$ cat src/rtl/store_align_unit.sv
// Store alignment unit: turns a register store into a word-aligned
// memory write with lane-replicated data, byte enables and address checks.
module store_align_unit #(
  parameter bit BIG_ENDIAN = 1'b0
) (
  input  logic        clk,
  input  logic        rst,
  input  logic        st_valid,
  output logic        st_ready,
  input  logic [1:0]  st_type,
  input  logic [31:0] st_addr,
  input  logic [31:0] st_data,
  output logic        mem_req,
  output logic [31:0] mem_addr,
  output logic [31:0] mem_wdata,
  output logic [3:0]  mem_be,
  input  logic        mem_ack,
  output logic        st_done,
  output logic        exc_ades,
  output logic [31:0] exc_badvaddr
);

  typedef enum logic [1:0] {
    IDLE = 2'd0,
    REQ  = 2'd1,
    ERR  = 2'd2
  } state_t;

  state_t      state;
  logic [1:0]  typ_q;
  logic [31:0] addr_q;
  logic [31:0] data_q;
  logic        accept;
  logic        bad;
  logic [31:0] wdata;
  logic [3:0]  be;

  assign accept = st_valid & st_ready;

  // Illegal width or address not a multiple of the access size.
  always_comb begin
    bad = 1'b0;
    unique case (st_type)
      2'b00: bad = 1'b0;
      2'b01: bad = st_addr[0];
      2'b10: bad = |st_addr[1:0];
      default: bad = 1'b1;
    endcase
  end

  // Control FSM plus capture of the accepted request and fault address.
  always_ff @(posedge clk or posedge rst) begin
    if (rst) begin
      state        <= IDLE;
      typ_q        <= 2'b00;
      addr_q       <= '0;
      data_q       <= '0;
      exc_badvaddr <= '0;
    end else begin
      unique case (state)
        IDLE: begin
          if (accept) begin
            typ_q  <= st_type;
            addr_q <= st_addr;
            data_q <= st_data;
            if (bad) begin
              state        <= ERR;
              exc_badvaddr <= st_addr;
            end else begin
              state <= REQ;
            end
          end
        end
        REQ: begin
          if (mem_ack) state <= IDLE;
        end
        default: state <= IDLE;
      endcase
    end
  end

  // Replicate the stored byte or halfword across every lane.
  always_comb begin
    wdata = data_q;
    unique case (typ_q)
      2'b00: wdata = {4{data_q[7:0]}};
      2'b01: wdata = {2{data_q[15:0]}};
      default: wdata = data_q;
    endcase
  end

  // Byte-lane selection; big-endian mirrors the lane order.
  always_comb begin
    be = 4'b0000;
    unique case (typ_q)
      2'b00: be = BIG_ENDIAN ? (4'b1000 >> addr_q[1:0])
                             : (4'b0001 << addr_q[1:0]);
      2'b01: be = (addr_q[1] ^ BIG_ENDIAN) ? 4'b1100 : 4'b0011;
      2'b10: be = 4'b1111;
      default: be = 4'b0000;
    endcase
  end

  assign st_ready  = (state == IDLE);
  assign mem_req   = (state == REQ);
  assign mem_addr  = {addr_q[31:2], 2'b00};
  assign mem_wdata = wdata;
  assign mem_be    = mem_req ? be : 4'b0000;
  assign st_done   = mem_req & mem_ack;
  assign exc_ades  = (state == ERR);

endmodule

$ cat config.mk
export PLATFORM = sky130hd
export DESIGN_NAME = store_align_unit
export DESIGN_NICKNAME = d
export VERILOG_FILES = /design/src/rtl/store_align_unit.sv
export SDC_FILE = /design/constraint.sdc
export NUM_CORES = 1
export LEC_CHECK = 0
export CORE_MARGIN = 2
export CORE_UTILIZATION = 40
export CTS_CLUSTER_SIZE = 12
export DETAILED_ROUTE_END_ITERATION = 12
export GPL_ROUTABILITY_DRIVEN = 1
export PLACE_DENSITY = 0.84
export SLEW_MARGIN = 40
export SYNTH_ARGS = -nofsm -noshare
export SYNTH_HDL_FRONTEND = slang
export SYNTH_SLANG_ARGS = --single-unit
$ cat constraint.sdc
create_clock -name clk -period 3.1 [get_ports clk]
set_clock_uncertainty 0.2 [all_clocks]
set_input_delay 0.31 -clock clk [delete_from_list [all_inputs] [get_ports clk]]
set_output_delay 0.31 -clock clk [all_outputs]
set_load 0.03 [all_outputs]
Yosys cells after proc, flatten, opt, wreduce, memory -nomap -nowiden
Cells that the tools add are included.

Register bits after elaboration: 100. Input bits: 70. Output and inout bits: 104. Word-level logic and storage cells: 32.

Eq/ne operators: 8. Shift-type cells: 1. Muxes and demuxes: 9. Bitwise gates (word level): 2. Reductions and logical operators: 7.

Operator list (number): $pmux W32 S2 (1); $pmux W4 S3 (1); $mux W4 (2); $eq A2 B1 Y1 const B (3); $eq A2 B2 Y1 const B (3); $logic_not A2 Y1 (3); $mux W2 (3); $ne A2 B1 Y1 const B (2); $pmux W2 S2 (1); $reduce_and A2 Y1 (2); $shl A1 B2 Y4 const A (1); $pmux W1 S3 (1); $reduce_and A3 Y1 (1); $and A1 B1 Y1 (2); $reduce_or A2 Y1 (1).

Longest topological paths before layout
Depth after elaboration: 5. Mapped depth: 5. Depth with buffers taken out: 3.

Worst setup path after synthesis
Ideal clock, no wire load.

Path kind: reg-to-output. Start: register typ_q[0]. End: output port mem_wdata[24]. Data arrival time: 1686 ps. Data required time: 2590 ps. Setup slack: 904 ps. Stages on the path, launching flop included: 5. Path buffers: 2. Cell sequence: dfrtp_1 clkbuf_1 buf_1 mux2i_1 o21ai_0.

Longest elaborated chain between the ends: 2.

Ends and longest elaborated chain: from (decl) (RTL line 30) `logic [1:0] typ_q;`; from (signal assigned) (RTL line 63) `typ_q <= st_type;`; $eq A2 B1 Y1 / $logic_not A2 Y1 (equally long branches) (RTL line 85) `unique case (typ_q)`; $pmux W32 S2 * (RTL line 85); to (decl) (RTL line 15) `output logic [31:0] mem_wdata,`.

Every way passes the cells marked *; elsewhere a longest branch is shown, timed or not.

Worst setup path in the final report
Start: register typ_q[0]. End: output port mem_wdata[11].

Same word-level chain as after synthesis.

==> flow_summary.json <==
{
  "die-width_um": 109,
  "portBuffers": 171,
  "worstPathRequired_ns": 2.59,
  "r2r_start": "state[0]",
  "p_leak_uw": 0.00255,
  "cts_made_buffers": 9,
  "detail_route.iter0.violations": 63,
  "layout_common_cells": "clkdlybuf4s50_1 (171), dfrtp_1 (100), mux2_2 (83)",
  "cts.path.max_buffers": 2,
  "nNetsFinal": 527,
  "grt_pass1_wl_um": 15600,
  "pin_count": 174,
  "place_congestion": 0.740,
  "status": "finished clean",
  "drc": 0,
  "path_class": "reg -> out",
  "nFillCells": 901,
  "drive_gt1_share_pct": 23.2,
  "met2_usage_pct": 29.5,
  "fin_crit_ns": 2.77,
  "max-cap-violations": 0,
  "die_h_um": 109,
  "worst_slew_pin_slew_ns": 0.638,
  "combPwrFrac_pct": 46.9,
  "start_util_pct": 41.0,
  "grtUsageMet1_pct": 20.2,
  "dr.pass1.iters": 3,
  "grt_overflow": 0,
  "p_sw_share_pct": 37.6,
  "ctsHtreeMaxLevel": 3,
  "grt_max_degree": 70,
  "ant_nets": 0,
  "clk_latency_ns": 0.35,
  "hold_viol": 0,
  "cts_resized": 0,
  "tns_ns": 0,
  "start_kind": "register",
  "relSlewSlack_pct": 57.5,
  "yosysSeqAreaShare_pct": 56.3,
  "final_common_cell": "clkdlybuf4s50_1",
  "routed_wl_um": 10100,
  "ys_types": 19,
  "clk_pin_slew_ns": 0.09,
  "r2r_slack_ns": 1.00,
  "diodes": 0,
  "cp-startpoint": "typ_q[0]",
  "cp-end-kind": "primary output",
  "hpwl_um": 7300,
  "cts_tree": "yes",
  "grt_pass1_vias": 3082,
  "power.internal_uw": 3170,
  "met3_usage_pct": 3.97,
  "cts.sinks": 100,
  "cts-root-buf": "clkbuf_8",
  "antenna_found_initial": 0,
  "post_cts_buffers": 0,
  "maxSlewViolCount": 0,
  "setup_viol": 0,
  "cp_data_arrival_time_ns": 2.26,
  "synth_cells": 322,
  "dr_total_vias": 2914,
  "via_per_inst": 4.84,
  "syn_area_per_cell_um2": 13.8,
  "fmax_ghz": 0.361,
  "min_period_over_period_pct": 89.3,
  "power_uw": 5080,
  "ir_drop_mv": 0.347,
  "wl_per_cell_um": 16.8,
  "p_per_area_nw_per_um2": 811,
  "core-area_um2": 10800,
  "synth_area_um2": 4450,
  "hold_buffers": 0,
  "p_seq_share_pct": 36.3,
  "switchingPower_uw": 1910,
  "rsz0062_at_grt": "no",
  "placementRows": 38,
  "power.share.clock_pct": 16.7,
  "top_usage_layer": "met2",
  "dieArea_um2": 12000,
  "syn2layout_area_growth_pct": 40.9,
  "min_path_type": "in -> async",
  "yosysWarnings": 0,
  "cp_max_fo": 10,
  "ys_ff_latch": 100,
  "gr-usage-all-layers_pct": 17.0
}
worst paths after layout:
path | end | cells after the start
setup reg to reg | exc_badvaddr[17] | 4
max in group asynchronous | data_q[19] | 3
setup / recovery | mem_wdata[11] | 5
hold / removal | exc_badvaddr[13] | 2
hold reg to reg | exc_badvaddr[10] | 1
min in group clk | exc_badvaddr[10] | 1
power groups by stage:
| stage | Clock (uW) | Sequential [uW] | Combinational, uW |
|---|---|---|---|
| finish | 849 | 1850 | 2380 |
| global route | 944 | 1900 | 2500 |
| CTS | 872 | 1850 | 2410 |
| detailed placement | 0 | 1880 | 2400 |
| global placement | 0 | 1860 | 2370 |
| floorplan | 0 | 2080 | 1330 |
area by class of cell:
class / instances / area [um^2] / area share [%]
sequential: 100 / 2500 / 39.9
timing repair buffer: 178 / 1790 / 28.6
multi-input combinational: 165 / 1580 / 25.2
tap: 140 / 175 / 2.80
clock buffer: 13 / 159 / 2.54
clock inverter: 3 / 45.0 / 0.719
inverter: 3 / 15.0 / 0.240
flip-flops by register name, indices dropped and copies added, names as in the netlist:
register      flops
addr_q           32
data_q           32
exc_badvaddr     32
state             2
typ_q             2
routing by layer:
metal	share of wire (%)	vias up
met5	0	-
li1	-	1341
met3	6.0	16
met4	2.0	0
met2	52	92
met1	40	1465
synth_stat cells:
master    number  area, um^2
mux2i_1        8        80.1
buf_1          1        3.75
nor3b_2        2        25.0
nor2b_1        2        12.5
and2_1         1        6.26
nor2_1         4        15.0
buf_4         43         323
o21ai_0       13        65.1
inv_1          3        11.3
dfrtp_1      100        2500
nand2b_1       2        12.5
a21oi_1        5        25.0
nor3_1         1        5.00
buf_2          5        25.0
clkbuf_1       6        22.5
conb_1         1        3.75
nand2_1       13        48.8
mux2_2        83         935
mux2_1        29         327
logic make-up (layout without fill, tap and decap cells):
group	Yosys count	count (layout)	synth area share (%)
AO/OA/AOI/OAI	18	18	2.03
buffers and inverters	58	197	8.66
flip-flops	100	100	56.3
multiplexers	120	120	30.2
other	1	2	0.0843
AND/OR/NAND/NOR	25	25	2.81
worst max-delay path, cell delays in order (launching register included):
cell and delay [ns]:
dfrtp_1 0.42, buf_4 0.21, nor2_1 0.11, buf_4 0.19, mux2_2 0.37, clkdlybuf4s50_1 0.59
stage by stage:
step	cells	worst slack [ns]	cell area [um^2]	util [%]	hold WS, ns
global placement	586	0.645	6060	55.9	0.266
global route	602	0.191	6270	57.8	0.119
finish	602	0.333	6270	57.8	0.0929
CTS	602	0.301	6260	57.8	0.0931
detailed placement	586	0.607	6060	55.9	0.275
floorplan	323	0.904	4460	-	0.227
(Power assumes the default switching activity.)
